$ cat src/rtl/raizing_gp9001_pkg.sv
// Shared types and constants for the GP9001 CPU bus adapter and its op decoder.
package raizing_gp9001_pkg;

  typedef enum logic [2:0] {
    ST_IDLE,
    ST_ISSUE,
    ST_WAIT,
    ST_DONE,
    ST_RELEASE
  } gp_state_e;

  localparam logic [1:0] GP_OFS_PTR  = 2'd0;
  localparam logic [1:0] GP_OFS_DATA = 2'd1;
  localparam logic [1:0] GP_OFS_SEL  = 2'd2;
  localparam logic [1:0] GP_OFS_REG  = 2'd3;

  localparam int GP_STATUS_VBL_BIT = 15;

  // Bit positions inside the one-hot operation vector.
  localparam int GP_OP_W           = 6;
  localparam int GP_OP_SELECT_REG  = 0;
  localparam int GP_OP_WRITE_REG   = 1;
  localparam int GP_OP_WRITE_RAM   = 2;
  localparam int GP_OP_READ_RAM_H  = 3;
  localparam int GP_OP_READ_RAM_L  = 4;
  localparam int GP_OP_SET_RAM_PTR = 5;

  function automatic logic [15:0] gp_status_word(input logic vbl);
    logic [15:0] w;
    w = '0;
    w[GP_STATUS_VBL_BIT] = vbl;
    return w;
  endfunction

endpackage

$ cat src/rtl/raizing_gp9001_opdec.sv
// Combinational decode of window offset and direction into a one-hot GP9001 operation.
module raizing_gp9001_opdec
  import raizing_gp9001_pkg::*;
(
  input  logic [1:0]         ofs_i,
  input  logic               rnw_i,
  output logic [GP_OP_W-1:0] op_o,
  output logic               local_o
);

  always_comb begin
    op_o    = '0;
    local_o = 1'b0;
    case (ofs_i)
      GP_OFS_PTR:  if (rnw_i) local_o = 1'b1; else op_o[GP_OP_SET_RAM_PTR] = 1'b1;
      GP_OFS_DATA: if (rnw_i) op_o[GP_OP_READ_RAM_H] = 1'b1; else op_o[GP_OP_WRITE_RAM] = 1'b1;
      GP_OFS_SEL:  if (rnw_i) op_o[GP_OP_READ_RAM_L] = 1'b1; else op_o[GP_OP_SELECT_REG] = 1'b1;
      GP_OFS_REG:  if (rnw_i) local_o = 1'b1; else op_o[GP_OP_WRITE_REG] = 1'b1;
      default:     local_o = 1'b0;
    endcase
  end

endmodule

$ cat src/rtl/raizing_gp9001_bus.sv
// 68000-to-GP9001 bus adapter: op strobes, ACK wait, read latch and DTACK handshake.
// Optional ACK timeout enabled by defining RAIZING_GP9001_TIMEOUT_EN.
module raizing_gp9001_bus
  import raizing_gp9001_pkg::*;
#(
  parameter int TIMEOUT_W = 8
) (
  input  logic        CLK,
  input  logic        RESET,
  input  logic        CPU_CS,
  input  logic [1:0]  CPU_ADDR,
  input  logic        CPU_RNW,
  input  logic        CPU_UDS_N,
  input  logic        CPU_LDS_N,
  input  logic [15:0] CPU_DIN,
  output logic [15:0] CPU_DOUT,
  output logic        CPU_DTACK_N,
  input  logic        VBLANK,
  output logic        GP9001CS,
  output logic [15:0] GP9001DIN,
  input  logic [15:0] GP9001DOUT,
  input  logic        GP9001ACK,
  output logic        GP9001_OP_SELECT_REG,
  output logic        GP9001_OP_WRITE_REG,
  output logic        GP9001_OP_WRITE_RAM,
  output logic        GP9001_OP_READ_RAM_H,
  output logic        GP9001_OP_READ_RAM_L,
  output logic        GP9001_OP_SET_RAM_PTR,
  output logic        BUS_ERR
);

  gp_state_e          state_q, state_d;
  logic [GP_OP_W-1:0] op_q, op_d, dec_op;
  logic               dec_local;
  logic [15:0]        dout_q, dout_d, din_q, din_d;
  logic               dtack_n_q, dtack_n_d, cs_q, cs_d;
  logic               rnw_q, rnw_d, abort_q, abort_d, err_q, err_d;
  logic               start, released, abort_now, tmo_hit;

  assign start     = CPU_CS && !(CPU_UDS_N && CPU_LDS_N);
  assign released  = !CPU_CS || (CPU_UDS_N && CPU_LDS_N);
  assign abort_now = abort_q || !CPU_CS;

  raizing_gp9001_opdec u_opdec (
    .ofs_i   (CPU_ADDR),
    .rnw_i   (CPU_RNW),
    .op_o    (dec_op),
    .local_o (dec_local)
  );

`ifdef RAIZING_GP9001_TIMEOUT_EN
  localparam logic [TIMEOUT_W-1:0] TMO_LAST = TIMEOUT_W'((2 ** TIMEOUT_W) - 2);
  logic [TIMEOUT_W-1:0] tmo_q;

  // Counter value equals completed WAIT cycles, so the hit lands on WAIT cycle 2^W-1.
  assign tmo_hit = (state_q == ST_WAIT) && (tmo_q == TMO_LAST);

  always_ff @(posedge CLK) begin
    if (RESET || state_q != ST_WAIT) tmo_q <= '0;
    else                             tmo_q <= tmo_q + 1'b1;
  end
`else
  localparam logic [TIMEOUT_W-1:0] TMO_NONE = '0;
  assign tmo_hit = (TMO_NONE != '0);
`endif

  always_ff @(posedge CLK) begin
    if (RESET) begin
      state_q   <= ST_IDLE;
      op_q      <= '0;
      dout_q    <= '0;
      din_q     <= '0;
      dtack_n_q <= 1'b1;
      cs_q      <= 1'b0;
      rnw_q     <= 1'b0;
      abort_q   <= 1'b0;
      err_q     <= 1'b0;
    end else begin
      state_q   <= state_d;
      op_q      <= op_d;
      dout_q    <= dout_d;
      din_q     <= din_d;
      dtack_n_q <= dtack_n_d;
      cs_q      <= cs_d;
      rnw_q     <= rnw_d;
      abort_q   <= abort_d;
      err_q     <= err_d;
    end
  end

  always_comb begin
    state_d = state_q;
    case (state_q)
      ST_IDLE:    if (start) state_d = dec_local ? ST_DONE : ST_ISSUE;
      ST_ISSUE:   state_d = GP9001ACK ? (abort_now ? ST_IDLE : ST_DONE) : ST_WAIT;
      ST_WAIT:    if (GP9001ACK || tmo_hit) state_d = abort_now ? ST_IDLE : ST_DONE;
      ST_DONE:    state_d = ST_RELEASE;
      ST_RELEASE: if (released) state_d = ST_IDLE;
      default:    state_d = ST_IDLE;
    endcase
  end

  always_comb begin
    op_d      = '0;
    dout_d    = dout_q;
    din_d     = din_q;
    dtack_n_d = dtack_n_q;
    cs_d      = cs_q;
    rnw_d     = rnw_q;
    abort_d   = abort_q;
    err_d     = err_q;
    case (state_q)
      ST_IDLE: begin
        dtack_n_d = 1'b1;
        cs_d      = 1'b0;
        abort_d   = 1'b0;
        if (start) begin
          rnw_d = CPU_RNW;
          if (!CPU_RNW) din_d = CPU_DIN;
          if (dec_local) begin
            dout_d = gp_status_word(VBLANK);
          end else begin
            cs_d = 1'b1;
            op_d = dec_op;
          end
        end
      end
      ST_ISSUE, ST_WAIT: begin
        // The strobe is already out, so a CPU abort only suppresses DTACK.
        if (!CPU_CS) abort_d = 1'b1;
        if (GP9001ACK) begin
          cs_d = 1'b0;
          if (rnw_q) dout_d = GP9001DOUT;
        end else if (tmo_hit) begin
          cs_d  = 1'b0;
          err_d = 1'b1;
          if (rnw_q) dout_d = 16'hFFFF;
        end
      end
      ST_DONE:    dtack_n_d = 1'b0;
      ST_RELEASE: if (released) dtack_n_d = 1'b1;
      default:    dtack_n_d = 1'b1;
    endcase
  end

  assign CPU_DOUT              = dout_q;
  assign CPU_DTACK_N           = dtack_n_q;
  assign GP9001CS              = cs_q;
  assign GP9001DIN             = din_q;
  assign GP9001_OP_SELECT_REG  = op_q[GP_OP_SELECT_REG];
  assign GP9001_OP_WRITE_REG   = op_q[GP_OP_WRITE_REG];
  assign GP9001_OP_WRITE_RAM   = op_q[GP_OP_WRITE_RAM];
  assign GP9001_OP_READ_RAM_H  = op_q[GP_OP_READ_RAM_H];
  assign GP9001_OP_READ_RAM_L  = op_q[GP_OP_READ_RAM_L];
  assign GP9001_OP_SET_RAM_PTR = op_q[GP_OP_SET_RAM_PTR];
  assign BUS_ERR               = err_q;

endmodule

$ cat config.mk
export PLATFORM = sky130hd
export DESIGN_NAME = raizing_gp9001_bus
export DESIGN_NICKNAME = d
export VERILOG_FILES = /design/src/rtl/raizing_gp9001_pkg.sv /design/src/rtl/raizing_gp9001_opdec.sv /design/src/rtl/raizing_gp9001_bus.sv
export SDC_FILE = /design/constraint.sdc
export NUM_CORES = 1
export LEC_CHECK = 0
export ABC_CLOCK_PERIOD_IN_PS = 3700
export BUFFER_PORTS_ARGS = -buffer_cell sky130_fd_sc_hd__buf_2
export CAP_MARGIN = 20
export CELL_PAD_IN_SITES_DETAIL_PLACEMENT = 1
export CELL_PAD_IN_SITES_GLOBAL_PLACEMENT = 2
export CORE_MARGIN = 2
export CORE_UTILIZATION = 29
export CTS_BUF_LIST = sky130_fd_sc_hd__clkbuf_2 sky130_fd_sc_hd__clkbuf_4 sky130_fd_sc_hd__clkbuf_8
export DETAILED_ROUTE_END_ITERATION = 8
export PLACE_DENSITY_LB_ADDON = 0.15
export SLEW_MARGIN = 25
export SYNTH_ARGS = -nofsm -noshare
export SYNTH_HDL_FRONTEND = slang
export SYNTH_HIERARCHICAL = 1
export SYNTH_SLANG_ARGS = --single-unit
$ cat constraint.sdc
create_clock -name CLK -period 3.7 [get_ports CLK]
set_input_delay 0.74 -clock CLK [delete_from_list [all_inputs] [get_ports CLK]]
set_output_delay 0.74 -clock CLK [all_outputs]
set_load 0.02 [all_outputs]
==> run summary <==
Status - completed
Gpl congestion - 0.691
Setup Fix Bufs, Post-CTS - 0
Fin nets - 342
Hold violation count in the final report - 0
Grt total ovfl - 0
Min cycle time layout - 2.28 ns
Max-slew violations - 0
EDFF count, synth - 0
Vias in the first global route - 1,781
Port bufs - 81
Top FF cell, synth - dfxtp_1
Leading cell types by total area after synthesis - dfxtp_1, a21oi_1, o211ai_1
First-pass GRT wire length - 8510 um
Layout area overhead - 24.5%
Layout Utilization - 37.7%
WL/cell - 14.3 um
Hold-fix buffers at CTS - 0
Multi-input gate area - 902 sq um
Leakage power - 1.05 nW
DRC - 0
Die area - 7340 sq um
Synthesized flop and latch total - 45
Sequential share of the synthesized area - 46.6%
# diodes - 0
FMAX - 0.438 GHz
WS Path Type - in -> reg
Worst slew margin - 50.4%
Fillers - 810
Top-count cell post-synth - dfxtp_1
DR vias/cell - 4.85
Worst-Skew Late Latency - 0.30 ns
Height of the die - 85.7 um
Maxcap violations - 0
Share of layout cells above drive strength 1 - 31.5%
Post-synth top cells - dfxtp_1, a21oi_1, nand2_1
Initial antenna violation count - 0
Synthesized area per cell - 8.60 sq um
TritonCTS clock tree - built
I/O Pins - 83
Hold path cells - 2
Worst hold path class - reg -> reg
Drt first pass iters - 4
R2r endpoint - op_q[4]
Crit-path max FO - 17
RR Startpoint - state_q[2]
CTS Sinks - 45
Setup slack after layout - 1.42 ns
RSZ-0062 raised after global routing - false
Seq. cell area - 901 sq um
Final setup fails - 0
DP Worst Slack - 1.05 ns
Initial DRC Count - 65
CTS Buf Count - 5
Worst Reg-to-Reg Cells - 4
Die W - 85.7 um
Htree depth - 2
Crit start category - input port
Via Count - 1,806
Largest net degree at the start of global routing - 40
Post-DP HPWL - 3720 um
Clock Path Buffers - 2
Synth Instances - 225
Worst-path clk slew - 0.08 ns
Cell area power density - 407 nW/um^2
Initial Utilization - 30.3%
Fin Clk Skew - 0.00963 ns
Worst EP required - 3.94 ns
Fin crit share - 61.7%
Ys Warns - 6
Ys async rst share - 0%
Reg-to-reg slack, setup - 1.78 ns
Routed Wire Length - 5330 um
Gr usage total - 14.8%
Hold_sp - rnw_q
Post-CTS Resized - 0
FP Rows - 29
Post-synthesis instance area - 1930 sq um
Setup tns final - 0 ns
Total power - 0.981 mW
Yosys top cell area share - 46.6%
Worst setup EP type - flop
Final ANT Viol Nets - 0
Worst Path Arrival - 2.52 ns
CTS root buf - clkbuf_8
Max VDD drop - 0.161 mV
Yosys cell types - 33
Worst-margin pin slew - 0.744 ns
Syn_nets - 271
Core area - 6390 sq um
Area leader, netlist - dfxtp_1
Hold Crit Endpoint - rnw_q
## worst max path at each step
stage	slack (ns)	cells after the start	end	start
6_report	1.42	7	CPU_DOUT[15]	CPU_ADDR[0]
5_1_grt	1.15	7	CPU_DOUT[15]	CPU_ADDR[0]
4_1_cts	1.37	7	CPU_DOUT[15]	CPU_ADDR[0]
3_5_place_dp	1.05	7	CPU_DOUT[15]	CPU_ADDR[0]
3_3_place_gp	1.06	7	CPU_DOUT[15]	CPU_ADDR[0]
2_1_floorplan	1.69	7	CPU_DOUT[1]	CPU_ADDR[0]
## flip-flops by register name, indices dropped and copies added (netlist names)
signal and flops:
rnw_q 1, CPU_DOUT 16, GP9001DIN 16, state_q 3, abort_q 1, CPU_DTACK_N 1, op_q 6, GP9001CS 1
## power by group
part / switching, mW / internal, mW / total (mW) / leakage [nW]
Clock: 0.159 / 0.125 / 0.283 / 0.0399
Combinational: 0.113 / 0.0638 / 0.177 / 0.643
Sequential: 0.0159 / 0.505 / 0.521 / 0.365
## stage by stage
| step | instances | hold WS [ns] | instance area [sq um] |
|---|---|---|---|
| 2_1_floorplan | 225 | 0.432 | 1930 |
| 3_3_place_gp | 366 | 0.440 | 2330 |
| 3_5_place_dp | 366 | 0.450 | 2330 |
| 4_1_cts | 372 | 0.463 | 2410 |
| 5_1_grt | 372 | 0.487 | 2410 |
| 6_report | 372 | 0.460 | 2410 |
## worst max-delay path, cell delays in order
cell and delay, ns:
buf_2 0.10, inv_1 0.06, ha_1 0.28, nor2b_1 0.27, nand3_1 0.55, a31o_1 0.41, a21oi_2 0.10
## cell usage in the layout, fill, tap and decap left out, drive strengths merged
cell	instances
buf	83
dfxtp	45
a21oi	39
nand2	21
o21ai	20
nand3	18
o211ai	15
and2	9
nor2b	6
clkbuf	5
nor2	4
inv	4
ha	4
nor3	4
and3	2
nand2b	2
or3	2
a21boi	2
xnor2	1
or3b	1
a311o	1
a21bo	1
o21a	1
o22ai	1
mux2i	1
a31o	1
conb	1
clkinv	1
## cells by family after synthesis
kind of cell | after synthesis | share of synthesized area, %
adders and majority gates | 4 | 2.59
muxes | 1 | 0.517
DFF | 45 | 46.6
and+or+nand+nor | 69 | 18.6
AOI/OAI and AO/OA | 81 | 24.3
other | 1 | 0.194
xor gates and xnor gates | 1 | 0.453
buffers and inverters | 23 | 6.79
## routing by layer
layer  GRT usage [%]  share of wire, %  up-vias
li1                -                 -      928
met1            19.0                45      823
met2            22.9                46       48
met3            5.39               7.9        7
met4            5.19               1.5        0
met5               0                 0        -
## layout make-up
class	count	area share, %
clock buffer	5	2.86
sequential	45	37.4
multi-input combinational	157	37.5
inverter	4	0.623
tap	77	4.00
clock inverter	1	0.208
timing repair buffer	83	17.5
Note: power is estimated with default switching activity, not from simulation.
